## src/rtl/pc_seq_pkg.sv

```systemverilog
// pc_seq shared types and constants.
// Sequencer state, opcode field positions and jump-class decode.
package pc_seq_pkg;

    typedef enum logic [1:0] {
        S_FETCH = 2'd0,
        S_OPND1 = 2'd1,
        S_OPND2 = 2'd2,
        S_EXEC  = 2'd3
    } state_t;

    // Operand-count field of the opcode byte.
    localparam int OPC_CNT_HI = 7;
    localparam int OPC_CNT_LO = 6;

    // Jump-class opcodes: top three bits match this pattern.
    localparam logic [2:0] JMP_CLASS = 3'b101;

    // Number of operand bytes that follow an opcode.
    function automatic logic [1:0] opnd_count(input logic [7:0] op);
        logic [1:0] f;
        f = op[OPC_CNT_HI:OPC_CNT_LO];
        case (f)
            2'b01:   opnd_count = 2'd1;
            2'b10:   opnd_count = 2'd2;
            default: opnd_count = 2'd0;
        endcase
    endfunction

    function automatic logic is_jump(input logic [7:0] op);
        is_jump = (op[7:5] == JMP_CLASS);
    endfunction

endpackage

```

## src/rtl/pc_seq_if.sv

```systemverilog
// pc_seq memory read bus.
// The sequencer is master: it requests at address pc, memory answers.
interface pc_seq_if;
    logic       mem_req;
    logic [7:0] pc;
    logic [7:0] databus;
    logic       mem_ack;

    modport master (
        output mem_req,
        output pc,
        input  databus,
        input  mem_ack
    );

    modport slave (
        input  mem_req,
        input  pc,
        output databus,
        output mem_ack
    );
endinterface

```

## src/rtl/pc_seq.sv

```systemverilog
// pc_seq: fetch/operand/execute program-counter sequencer.
// Fetches an opcode plus up to two operand bytes, then executes one cycle.
module pc_seq
    import pc_seq_pkg::*;
(
    input  logic       clk,
    input  logic       reset,
    pc_seq_if.master   bus,
    input  logic       halt,
    input  logic       jmp_take,
    input  logic [7:0] jmp_addr,
    output logic [7:0] ir,
    output logic [7:0] opnd_lo,
    output logic [7:0] opnd_hi,
    output logic       jmp_oe,
    output logic       exec
);

    state_t     state_q, state_d;
    logic [7:0] pc_q, pc_d;
    logic [7:0] ir_q, ir_d;
    logic [7:0] lo_q, lo_d;
    logic [7:0] hi_q, hi_d;
    logic       req_c;
    logic       exec_c;
    logic       jmp_c;

    // Next-state, next-register and strobe decode.
    always_comb begin
        state_d = state_q;
        pc_d    = pc_q;
        ir_d    = ir_q;
        lo_d    = lo_q;
        hi_d    = hi_q;
        req_c   = 1'b0;
        exec_c  = 1'b0;
        jmp_c   = 1'b0;
        unique case (state_q)
            S_FETCH: begin
                if (!halt) begin
                    req_c = 1'b1;
                    if (bus.mem_ack) begin
                        ir_d = bus.databus;
                        pc_d = pc_q + 8'd1;
                        if (opnd_count(bus.databus) == 2'd0)
                            state_d = S_EXEC;
                        else
                            state_d = S_OPND1;
                    end
                end
            end
            S_OPND1: begin
                req_c = 1'b1;
                if (bus.mem_ack) begin
                    lo_d = bus.databus;
                    pc_d = pc_q + 8'd1;
                    if (opnd_count(ir_q) == 2'd2)
                        state_d = S_OPND2;
                    else
                        state_d = S_EXEC;
                end
            end
            S_OPND2: begin
                req_c = 1'b1;
                if (bus.mem_ack) begin
                    hi_d    = bus.databus;
                    pc_d    = pc_q + 8'd1;
                    state_d = S_EXEC;
                end
            end
            S_EXEC: begin
                exec_c  = 1'b1;
                jmp_c   = is_jump(ir_q);
                if (jmp_c && jmp_take)
                    pc_d = jmp_addr;
                state_d = S_FETCH;
            end
            default: state_d = S_FETCH;
        endcase
    end

    // Architectural registers; reset clears them without waiting for clk.
    always_ff @(posedge clk or posedge reset) begin
        if (reset) begin
            state_q <= S_FETCH;
            pc_q    <= 8'h00;
            ir_q    <= 8'h00;
            lo_q    <= 8'h00;
            hi_q    <= 8'h00;
        end else begin
            state_q <= state_d;
            pc_q    <= pc_d;
            ir_q    <= ir_d;
            lo_q    <= lo_d;
            hi_q    <= hi_d;
        end
    end

    // Strobes are forced quiet while reset is held.
    assign bus.mem_req = req_c & ~reset;
    assign exec        = exec_c & ~reset;
    assign jmp_oe      = jmp_c & ~reset;
    assign bus.pc      = pc_q;
    assign ir          = ir_q;
    assign opnd_lo     = lo_q;
    assign opnd_hi     = hi_q;

endmodule

```

## src/flat_wrapper.sv

```systemverilog
// flat-port wrapper written by rule: the top's interface ports become plain ports
module pc_seq_flat import pc_seq_pkg::*;
  (clk, reset, halt, jmp_take, jmp_addr, ir, opnd_lo, opnd_hi, jmp_oe, exec, bus_mem_req, bus_pc, bus_databus, bus_mem_ack);
  pc_seq_if bus_i ();
  input  logic clk;
  input  logic reset;
  input  logic halt;
  input  logic jmp_take;
  input  logic [7:0] jmp_addr;
  output logic [7:0] ir;
  output logic [7:0] opnd_lo;
  output logic [7:0] opnd_hi;
  output logic jmp_oe;
  output logic exec;
  output wire logic [$bits(bus_i.mem_req)-1:0] bus_mem_req;
  output wire logic [$bits(bus_i.pc)-1:0] bus_pc;
  input wire logic [$bits(bus_i.databus)-1:0] bus_databus;
  input wire logic [$bits(bus_i.mem_ack)-1:0] bus_mem_ack;
  assign bus_mem_req = bus_i.mem_req;
  assign bus_pc = bus_i.pc;
  assign bus_i.databus = bus_databus;
  assign bus_i.mem_ack = bus_mem_ack;
  pc_seq u_core (.clk(clk), .reset(reset), .bus(bus_i), .halt(halt), .jmp_take(jmp_take), .jmp_addr(jmp_addr), .ir(ir), .opnd_lo(opnd_lo), .opnd_hi(opnd_hi), .jmp_oe(jmp_oe), .exec(exec));
endmodule
```

## config.mk

```make
export PLATFORM = sky130hd
export DESIGN_NAME = pc_seq_flat
export DESIGN_NICKNAME = d
export VERILOG_FILES = /design/src/rtl/pc_seq_pkg.sv /design/src/rtl/pc_seq_if.sv /design/src/rtl/pc_seq.sv /design/src/flat_wrapper.sv
export SDC_FILE = /design/constraint.sdc
export NUM_CORES = 1
export LEC_CHECK = 0
export CORE_UTILIZATION = 40
export DETAILED_ROUTE_END_ITERATION = 16
export PLACE_DENSITY = 0.72
export SYNTH_ARGS = -nofsm -noshare
export SYNTH_HDL_FRONTEND = slang
export SYNTH_SLANG_ARGS = --single-unit
export TNS_END_PERCENT = 50
```

## constraint.sdc

```tcl
create_clock -name clk -period 2.3 [get_ports clk]
set_clock_uncertainty 0.15 [all_clocks]
set_input_delay 0.46 -clock clk [delete_from_list [all_inputs] [get_ports clk]]
set_output_delay 0.46 -clock clk [all_outputs]
set_load 0.01 [all_outputs]
```

==> PnR_summary.wiki, run 1 <==
{| class="wikitable"
! Metric !! Value
|-
| Outcome || complete, no violations
|-
| Clock-pin transition on the worst setup and hold timing paths || ~0.070 ns
|-
| Antenna diode count || 0
|-
| First-pass GRT wire length || around 6600 um
|-
| Overflow after GRT || 0
|-
| Share of the clock period used by the worst path || 0.9729
|-
| Share of cells above drive strength 1 || 0.2451
|-
| Synth-to-layout area growth || 50.08%
|-
| Multiplexer fraction of the synthesized cell area || 0.2032
|-
| Top cells by area in the synthesized netlist || dfrtp_1 52%, mux2_2 17%, ha_1 4.6%
|-
| Remaining antenna violation count after routing || 0
|-
| Critical path, cell by cell || inv_2 > ha_1 > nor2b_2 > nor2_1 > nor3_2 > clkdlybuf4s15_2
|-
| Setup repair after global routing missed its margin || true
|-
| GR Util All Layers || 0.2044
|-
| Number of fill cells || ~300
|-
| CORE AREA || between 3000 and 4000 um2
|-
| DR vias || 1335
|-
| Leakage dissipation || 1.044 nW
|-
| Tmin final || ~2.2 ns
|-
| Dominant combinational cell family by area after synthesis || multiplexers
|-
| Gate count after technology mapping || around 130
|-
| Flip-flop and latch count after synthesis || 34
|-
| Area share of the largest cell type after synthesis || 0.5215
|-
| Worst Max-Slew Pin Slew || roughly 0.44 ns
|-
| Number of flops mapped to enable cells by yosys || 0
|-
| DRC violation count after routing || 0
|-
| TritonCTS Sinks || 34
|-
| Drt via density || between 5 and 6
|-
| Power density over the cells || between 1000 and 1500 nW/um2
|-
| Crit path arrival time || around 1.6 ns
|-
| Port Buf Inserts || 55
|-
| Clock network latency to the later pin of the worst-skew pair || between 0.2 and 0.3 ns
|-
| Final setup violation count || 0
|-
| Syn_area_per_cell || 12.18 um2
|-
| Area share of xor/xnor cells in the synthesized design || 0.005368
|-
| Placer Congestion || between 0.8 and 0.9
|-
| Share of async-settable or async-resettable flops after synthesis || 1.000
|-
| Worst slew margin relative to its limit || 0.7075
|-
| Wirelength per Cell || between 15 and 20 um
|-
| Element type at the critical path start || register
|-
| Fraction of the mapped netlist area in compound gates || 0.08742
|-
| Comb power frac || 0.496
|-
| Max FO, Critical Path || 4
|-
| Hold WC Path Type || register to register
|-
| Cell type contributing the most total cell area after synthesis || dfrtp_1
|-
| Reported max-cap violation count || 0
|-
| Clock tree from TritonCTS || yes
|-
| Slowest stage cell on the critical path || dfrtp_1
|-
| Adder-cell area share of the yosys netlist || 0.04601
|-
| Root buffer cell || clkbuf_8
|-
| Utilization after layout || 0.6446
|-
| TritonCTS buffer count || 5
|-
| Worst hold slack after final layout || between 0.3 and 0.4 ns
|-
| Initial core utilization || 0.4295
|-
| Main flop type after synthesis || dfrtp_1
|-
| Number of H-tree branching levels || 2
|-
| Sequential element share of the synthesized area || 0.5215
|-
| Die extent in y || around 66 um
|-
| Number of standard-cell rows in the floorplan || 22
|-
| Maximum number of buffers from clock root to sink || 2
|-
| Switch Pwr || between 1 and 1.5 mW
|-
| Full die area || 4338 um2
|-
| I/O pin total || between 50 and 60
|-
| Crit path kind || register to output port
|-
| Simple-gate area share of the yosys netlist || 0.1181
|-
| Largest voltage drop on the vdd net || ~850 uV
|-
| Combined area of all synthesized cells || between 1500 and 2000 um2
|-
| Drt pass-1 iters || 4
|-
| Synth unique cells || 32
|-
| Top achievable clock speed || approximately 0.45 GHz
|-
| Final hold violations || 0
|-
| Relative contribution of sequential cells to total power || 0.318
|-
| Post-Syn Nets || between 150 and 200
|-
| Type of element capturing the critical path || output port
|-
| Number of design-rule violations left by the first detailed-router iteration || approximately 90
|-
| Routed wire length || 3961 um
|-
| Max incr delay on CP || between 0.4 and 0.5 ns
|-
| Final count of pins violating max slew || 0
|-
| Proportion of power drawn by the clock network || 0.186
|-
| Internal cell power || approximately 2.4 mW
|-
| Detailed placer's ending HPWL || 2849 um
|-
| Net count reported at finish || 230
|-
| Via count of the first global-routing pass || about 1400
|-
| Initial antenna violation count || 0
|-
| Maximum number of pins on one net before global-route repair || 35
|-
| Total number of yosys warnings || 0
|-
| X dimension of the die || around 66 um
|-
| Proportion of total power due to net switching || 0.3335
|-
| CP required || around 1.7 ns
|}
## state kept, by name, summed over array words and instances (netlist names)
| register | cells |
|---|---|
| u_core.bus.pc | 8 |
| u_core.ir | 8 |
| u_core.opnd_hi | 8 |
| u_core.opnd_lo | 8 |
| u_core.state_q | 2 |
## what timing repair did
item,in CTS,in global routing
setup buffers,2,0
hold buffers,0,0
endpoints found under the hold margin,0,0
gates resized for setup,8,3
endpoints found under the setup margin,3,2
## stage by stage
step | instances | setup TNS, ns | area, um2 | power, mW | worst slack (ns)
4_1_cts | 252 | 0 | 2441 | 3.568 | 0.01196
5_1_grt | 252 | -0.03983 | 2449 | 3.785 | -0.02104
6_report | 252 | 0 | 2449 | 3.554 | 0.06232
3_5_place_dp | 242 | -0.1519 | 2283 | 2.855 | -0.1519
3_3_place_gp | 242 | -0.06057 | 2283 | 2.788 | -0.06057
2_1_floorplan | 134 | 0 | 1632 | 1.977 | 0.2223
## Yosys cell counts, types with 2 or more instances
library cell	count
mux2_2	25
nor3_1	6
o32a_1	2
ha_1	6
dfrtp_1	34
nand2b_1	2
nand3_1	4
inv_1	5
nor2b_1	2
mux2i_1	5
a211oi_1	3
a21oi_1	7
nand2_1	8
nor2_1	7
## area by class of cell
type                       instances  area (um2)  share of cell area
sequential                        34       850.8              0.3475
multi-input combinational         93       760.7              0.3107
timing repair buffer              64       620.6              0.2534
clock buffer                       5       68.82             0.02810
clock inverter                     3       68.82             0.02810
tap                               48       60.06             0.02453
inverter                           5       18.77            0.007665
## cell usage in the layout (no fill, tap or decap), types with 2 or more instances in the layout
cell | Yosys | final
a211oi_1 | 3 | 3
a21oi_1 | 7 | 7
buf_4 | 1 | 8
bufinv_16 | 0 | 2
clkbuf_8 | 0 | 5
clkdlybuf4s50_1 | 0 | 52
dfrtp_1 | 34 | 34
dlygate4sd2_1 | 0 | 2
ha_1 | 6 | 5
inv_1 | 5 | 4
mux2_2 | 25 | 25
mux2i_1 | 5 | 5
nand2_1 | 8 | 8
nand2b_1 | 2 | 2
nand3_1 | 4 | 4
nor2_1 | 7 | 7
nor3_1 | 6 | 5
o32a_1 | 2 | 2
## worst max-delay path, delay by kind of cell (launching register included)
kind | cells | cell delay [ns]
flops | 1 | 0.43
simple gates | 3 | 0.38
fa+ha+maj | 1 | 0.18
buf+inv | 2 | 0.36
## per-layer routing
metal,vias to the layer above,global-route usage,wire length (um)
met2,61,0.3482,2027
met4,0,0.05163,18
met5,-,0,0
met3,2,0.07931,311
li1,626,-,-
met1,646,0.2381,1604
## path summary, 6_finish.rpt
path,from,endpoint,slack [ns],cells after the start
setup / recovery,u_core.state_q[1],bus_mem_req,0.06,6
hold / removal,u_core.opnd_hi[7],u_core.opnd_hi[7],0.36,1
setup reg to reg,u_core.state_q[1],u_core.bus.pc[4],0.30,5
hold reg to reg,u_core.opnd_hi[7],u_core.opnd_hi[7],0.36,1
max in group asynchronous,reset,u_core.opnd_hi[0],1.16,3
min in group asynchronous,reset,u_core.bus.pc[5],0.52,3
## kinds of logic (layout without fill, tap and decap cells)
| kind of cell | count (synthesis) | in the layout |
|---|---|---|
| AND/OR/NAND/NOR | 37 | 37 |
| flip-flops | 34 | 34 |
| multiplexers | 30 | 30 |
| AO/OA/AOI/OAI | 19 | 19 |
| buffers and inverters | 7 | 77 |
| adder cells (fa/ha/maj) | 6 | 6 |
| XOR/XNOR | 1 | 1 |
## power by group through the flow
stage	Clock, mW	Combinational (mW)	Sequential, mW
4_1_cts	0.680	1.76	1.13
3_3_place_gp	0	1.68	1.11
5_1_grt	0.706	1.90	1.18
2_1_floorplan	0	0.749	1.23
3_5_place_dp	0	1.72	1.14
6_report	0.661	1.76	1.13
Note: power is estimated with default switching activity, not from simulation.
==> inputs of run 2 (changes only) <==
--- a/config.mk
+++ b/config.mk
@@ -5,6 +5,7 @@
 export SDC_FILE = /design/constraint.sdc
 export NUM_CORES = 1
 export LEC_CHECK = 0
+export CORE_ASPECT_RATIO = 1.25
 export CORE_UTILIZATION = 40
 export DETAILED_ROUTE_END_ITERATION = 16
 export PLACE_DENSITY = 0.72
==> PnR_summary.wiki, run 2 (synthesis results as in run 1) <==
{| class="wikitable"
! Metric !! Value
|-
| Number of design-rule violations left by the first detailed-router iteration || 65
|-
| Max incr delay on CP || about 0.38 ns
|-
| Detailed placer's ending HPWL || 2908 um
|-
| Final count of pins violating max slew || 0
|-
| Slowest stage cell on the critical path || dfrtp_1
|-
| Failing checks || setup timing
|-
| Final setup violation count || 1
|-
| Cell depth of the worst min-delay path || 1
|-
| First-pass GRT wire length || ~6400 um
|-
| Number of standard-cell rows in the floorplan || 25
|-
| Most common library cell in the layout ignoring fill and taps || clkdlybuf4s50_1
|-
| DRC violation count after routing || 0
|-
| Initial core utilization || 0.4241
|-
| X dimension of the die || 59.13 um
|-
| GR Util All Layers || 0.2004
|-
| Post-placement cell count || approximately 250
|-
| Initial antenna violation count || 0
|-
| Element type at the critical path start || register
|-
| Clock-pin transition on the worst setup and hold timing paths || ~0.07 ns
|-
| Crit path arrival time || about 1.7 ns
|-
| Share of cells above drive strength 1 || 0.2488
|-
| Hold path startpoint || u_core.opnd_hi[4]
|-
| Final hold violations || 0
|-
| Post-route setup slack || -0.009949 ns
|-
| Placer Congestion || 0.8988
|-
| DR vias || approximately 1400
|-
| CTS Hold Bufs || 0
|-
| I/O pin total || 56
|-
| Type of element capturing the critical path || output port
|-
| Net count reported at finish || approximately 240
|-
| Critical register-to-register path startpoint || u_core.state_q[0]
|-
| Worst slew margin relative to its limit || 0.7042
|-
| Overflow after GRT || 0
|-
| Leading cell types in the layout, fill and taps excluded || 52 x clkdlybuf4s50_1, 33 x dfrtp_1, 25 x mux2_2, 14 x buf_4, 8 x nand2_1
|-
| Max FO, Critical Path || 2
|-
| Largest voltage drop on the vdd net || a little under 800 uV
|-
| Instance area at placement || around 2300 um2
|-
| Power density over the cells || approximately 1400 nW/um2
|-
| Remaining antenna violation count after routing || 0
|-
| Die extent in y || ~73 um
|-
| Clock network latency to the later pin of the worst-skew pair || 0.29 ns
|-
| Final design instance area without fill || between 2000 and 2500 um2
|-
| Destination of the worst register-to-register timing path || u_core.bus.pc[4]
|-
| Critical path, cell by cell || buf_4 > inv_1 > ha_1 > nor2b_2 > nor2_1 > nor3_1 > dlygate4sd2_1
|-
| Number of fill cells || 311
|-
| Reg2Reg Depth || 8
|-
| Power, Total || ~3.4 mW
|-
| Antenna diode count || 0
|-
| Endpoint of the worst hold path || u_core.opnd_hi[4]
|-
| Worst Max-Slew Pin Slew || approximately 0.44 ns
|-
| Routed wire length || roughly 4000 um
|-
| Root buffer cell || clkbuf_8
|-
| Tmin final || roughly 2.3 ns
|-
| Leakage dissipation || about 1.1 nW
|-
| R2R Setup Slk || approximately 0.26 ns
|-
| TritonCTS buffer count || 5
|-
| Share of the clock period used by the worst path || 1.004
|-
| Non-filler instance count after layout || 263
|-
| Drt pass-1 iters || 6
|-
| Outcome || complete, but fails checks
|-
| Top achievable clock speed || between 0.4 and 0.5 GHz
|-
| Hold WC Path Type || register to register
|-
| CORE AREA || just under 4000 um2
|-
| Maximum number of pins on one net before global-route repair || 35
|-
| Number of H-tree branching levels || 2
|-
| Setup repair after global routing missed its margin || true
|-
| Via count of the first global-routing pass || around 1400
|-
| Full die area || 4340 um2
|-
| Wirelength per Cell || ~15 um
|-
| Crit path kind || register to output port
|-
| Maximum number of buffers from clock root to sink || 2
|-
| Reported max-cap violation count || 0
|-
| Drt via density || about 5.1
|-
| TritonCTS Sinks || 34
|-
| CP required || 1.69 ns
|-
| Clock tree from TritonCTS || yes
|-
| Setup TNS || -0.009949 ns
|-
| Port Buf Inserts || 55
|-
| Synth-to-layout area growth || 49.85%
|}
## run 2: cell count changes in the layout (fill, tap and decap cells not counted), sizes merged
cell,before,now
bufinv,2,0
buf,9,14
clkdlybuf4s15,1,0
dlygate4sd2,2,1
dlymetal6s2s,0,2
clkbuf,5,7
## run 2: through the flow
| step | hold WS, ns | utilization | setup slack [ns] |
|---|---|---|---|
| global route | 0.3735 | 0.6354 | -0.1157 |
| global placement | 0.3384 | 0.6033 | -0.09993 |
| floorplan | 0.4001 | - | 0.2223 |
| CTS | 0.3579 | 0.6267 | -0.1660 |
| finish | 0.3556 | 0.6354 | -0.009949 |
| detailed placement | 0.3426 | 0.6033 | -0.1459 |
## run 2: critical path: cells and delay by family (launching register included)
family / cells / cell delay (ns)
simple gates: 3 / 0.35
buf+inv: 3 / 0.50
fa+ha+maj: 1 / 0.18
flops: 1 / 0.38
## run 2: worst max-delay path by stage
stage	start	to	slack, ns
4_1_cts	u_core.state_q[1]	jmp_oe	-0.17
3_3_place_gp	halt	bus_mem_req	-0.1
2_1_floorplan	reset	jmp_oe	0.22
5_1_grt	u_core.state_q[0]	bus_mem_req	-0.12
3_5_place_dp	halt	bus_mem_req	-0.15
6_report	u_core.state_q[0]	bus_mem_req	-0.01
## run 2: cell type report
class,count,area (um2),area share
inverters,5,18.77,0.007677
clock buffers,7,86.33,0.03531
multi-input cells,93,755.7,0.3091
well taps,54,67.56,0.02764
flip-flops and latches,34,852.1,0.3485
clock inverters,1,5.005,0.002047
repair buffers,69,659.4,0.2697
## run 2: routing by layer
| metal | track usage | wire, um |
|---|---|---|
| met1 | 0.2183 | 1591 |
| met2 | 0.3497 | 2042 |
| met3 | 0.08099 | 325 |
| met4 | 0.06614 | 52 |
| met5 | 0 | 0 |
## run 2: power by group
group	internal, mW	switching (mW)	leakage (nW)
Clock	0.241	0.215	0.0482
Sequential	0.903	0.217	0.404
Combinational	1.06	0.739	0.623
Total	2.20	1.17	1.08
## run 2: timing repair
item                                    in CTS  in global routing
pin swaps                                    0                  0
gates resized for setup                      1                  5
buffers inserted                             0                  3
endpoints found under the setup margin       3                  3
==> inputs of run 3 (changes only) <==
--- a/config.mk
+++ b/config.mk
@@ -5,10 +5,13 @@
 export SDC_FILE = /design/constraint.sdc
 export NUM_CORES = 1
 export LEC_CHECK = 0
+export CELL_PAD_IN_SITES_DETAIL_PLACEMENT = 2
+export CELL_PAD_IN_SITES_GLOBAL_PLACEMENT = 2
 export CORE_ASPECT_RATIO = 1.25
-export CORE_UTILIZATION = 40
+export CORE_MARGIN = 8
+export CORE_UTILIZATION = 28
 export DETAILED_ROUTE_END_ITERATION = 16
-export PLACE_DENSITY = 0.72
+export PLACE_DENSITY_LB_ADDON = 0.1
 export SYNTH_ARGS = -nofsm -noshare
 export SYNTH_HDL_FRONTEND = slang
 export SYNTH_SLANG_ARGS = --single-unit
==> PnR_summary.wiki, run 3 (synthesis results as in run 1) <==
{| class="wikitable"
! Metric !! Value
|-
| X dimension of the die || 84.28 um
|-
| Initial antenna violation count || 0
|-
| Via count of the first global-routing pass || around 1600
|-
| CP required || about 1.7 ns
|-
| Routed wire length || around 5000 um
|-
| TritonCTS buffer count || 5
|-
| Share of the clock period used by the worst path || 0.9503
|-
| Net count reported at finish || 231
|-
| First-pass GRT wire length || ~8400 um
|-
| Overflow after GRT || 0
|-
| Clock-pin transition on the worst setup and hold timing paths || about 0.070 ns
|-
| R2R Setup Slk || 0.24 ns
|-
| Reg2Reg Depth || 9
|-
| Leakage dissipation || just over 1 nW
|-
| DRC violation count after routing || 0
|-
| Number of design-rule violations left by the first detailed-router iteration || 11
|-
| Clock network latency to the later pin of the worst-skew pair || 0.27 ns
|-
| Share of cells above drive strength 1 || 0.2488
|-
| Drt pass-1 iters || 4
|-
| Most common library cell in the layout ignoring fill and taps || clkdlybuf4s50_1
|-
| Critical path, cell by cell || buf_4 > inv_1 > ha_2 > nor2b_4 > nor2_1 > nor3_1 > buf_2
|-
| Worst hold slack after final layout || roughly 0.36 ns
|-
| Number of standard-cell rows in the floorplan || 31
|-
| Placer Congestion || 0.7690
|-
| GR Util All Layers || 0.1227
|-
| Slowest stage cell on the critical path || dfrtp_1
|-
| Max incr delay on CP || roughly 0.42 ns
|-
| Initial core utilization || 0.2862
|-
| Type of element capturing the critical path || output port
|-
| Largest voltage drop on the vdd net || 549.5 uV
|-
| Cell depth of the worst min-delay path || 1
|-
| I/O pin total || 56
|-
| DR vias || 1341
|-
| Critical register-to-register path startpoint || u_core.state_q[0]
|-
| Maximum number of buffers from clock root to sink || 2
|-
| CORE AREA || 5702 um2
|-
| Final design instance area without fill || 2451 um2
|-
| Final setup violation count || 0
|-
| Maximum number of pins on one net before global-route repair || 35
|-
| Antenna diode count || 0
|-
| Max FO, Critical Path || 2
|-
| Element type at the critical path start || register
|-
| Setup repair after global routing missed its margin || true
|-
| Worst Max-Slew Pin Slew || about 0.46 ns
|-
| Port Buf Inserts || 55
|-
| Crit path arrival time || between 1.5 and 2 ns
|-
| Remaining antenna violation count after routing || 0
|-
| Die extent in y || 101.3 um
|-
| Full die area || between 8000 and 9000 um2
|-
| Power density over the cells || about 1400 nW/um2
|-
| Tmin final || 2.186 ns
|-
| TritonCTS Sinks || 34
|-
| Worst path buffer plus inverter count || 3
|-
| Instance area at placement || ~2300 um2
|-
| Endpoint of the worst hold path || u_core.opnd_lo[2]
|-
| Crit path kind || register to output port
|-
| Synth-to-layout area growth || 50.23%
|-
| Final count of pins violating max slew || 0
|-
| Wirelength per Cell || between 15 and 20 um
|-
| Hold path startpoint || u_core.opnd_lo[2]
|-
| Dominant delay contributor by cell family on the critical path || flip-flops
|-
| Reported max-cap violation count || 0
|-
| Final hold violations || 0
|-
| Drt via density || ~5
|-
| Outcome || complete, no violations
|-
| Clock tree from TritonCTS || yes
|-
| Worst slew margin relative to its limit || 0.6931
|-
| Hold WC Path Type || register to register
|-
| Detailed placer's ending HPWL || a little over 4000 um
|-
| Number of H-tree branching levels || 2
|-
| Top achievable clock speed || 0.4575 GHz
|-
| Destination of the worst register-to-register timing path || u_core.bus.pc[4]
|-
| Leading cell types in the layout, fill and taps excluded || 53 x clkdlybuf4s50_1, 33 x dfrtp_1, 25 x mux2_2, 9 x buf_4, 8 x nand2_1
|-
| Root buffer cell || clkbuf_8
|}
-- run 3: cell count changes in the layout (fill, tap and decap cells not counted), sizes merged --
cell | previous run | this run
buf | 14 | 11
clkdlybuf4s50 | 52 | 53
dlymetal6s2s | 2 | 0
-- run 3: worst max-delay path by stage --
stage | start | cells past startpoint | endpoint
6_report | u_core.state_q[0] | 7 | bus_mem_req
3_3_place_gp | halt | 5 | bus_mem_req
3_5_place_dp | halt | 5 | bus_mem_req
4_1_cts | u_core.state_q[1] | 4 | jmp_oe
2_1_floorplan | reset | 2 | jmp_oe
5_1_grt | u_core.state_q[0] | 7 | bus_mem_req
-- run 3: cell type report --
type | count | area, um2
inverters | 5 | 18.77
flip-flops and latches | 34 | 852.1
clock buffers | 7 | 86.33
well taps | 66 | 82.58
repair buffers | 65 | 631.9
clock inverters | 1 | 5.005
multi-input cells | 93 | 774.5
fillers | 595 | 3251
-- run 3: through the flow --
step           power (mW)  worst slack [ns]  utilization  setup TNS (ns)  instances
6_report            3.419            0.1142       0.4299               0        271
5_1_grt             3.687         -0.001146       0.4299       -0.001146        271
4_1_cts             3.496           0.08359       0.4284               0        271
3_5_place_dp        2.991           -0.1708       0.4093         -0.1708        262
3_3_place_gp        2.883           -0.1448       0.4093         -0.1448        262
2_1_floorplan       1.977            0.2223            -               0        134
-- run 3: worst register-to-register path: stages, from the launching register on --
cell and delay (ns):
dfrtp_1 0.40, buf_4 0.14, inv_1 0.05, ha_2 0.19, buf_4 0.14, a21boi_0 0.14, buf_4 0.16, and2b_1 0.21
nor2_1 0.11, o311ai_2 0.27
-- run 3: timing repair --
| item | in CTS | in global routing |
|---|---|---|
| buffers inserted | 1 | 0 |
| hold buffers | 0 | 0 |
| gates resized for setup | 9 | 3 |
| pin swaps | 0 | 0 |
| endpoints found under the setup margin | 3 | 2 |
-- run 3: routing by layer --
| layer | track usage | part of all wire | up-vias |
|---|---|---|---|
| met3 | 0.05390 | 0.087 | 2 |
| met4 | 0.02796 | 0.0045 | 0 |
| met1 | 0.1172 | 0.36 | 681 |
| met2 | 0.2338 | 0.55 | 38 |
| li1 | - | - | 620 |
| met5 | 0 | 0 | - |
-- run 3: where the power goes --
part | total [mW] | switching (mW) | internal [mW] | leakage (nW)
sequential | 1.14 | 0.234 | 0.903 | 0.404
combinational | 1.83 | 0.774 | 1.06 | 0.579
clock | 0.450 | 0.209 | 0.242 | 0.0482
total | 3.42 | 1.22 | 2.20 | 1.03
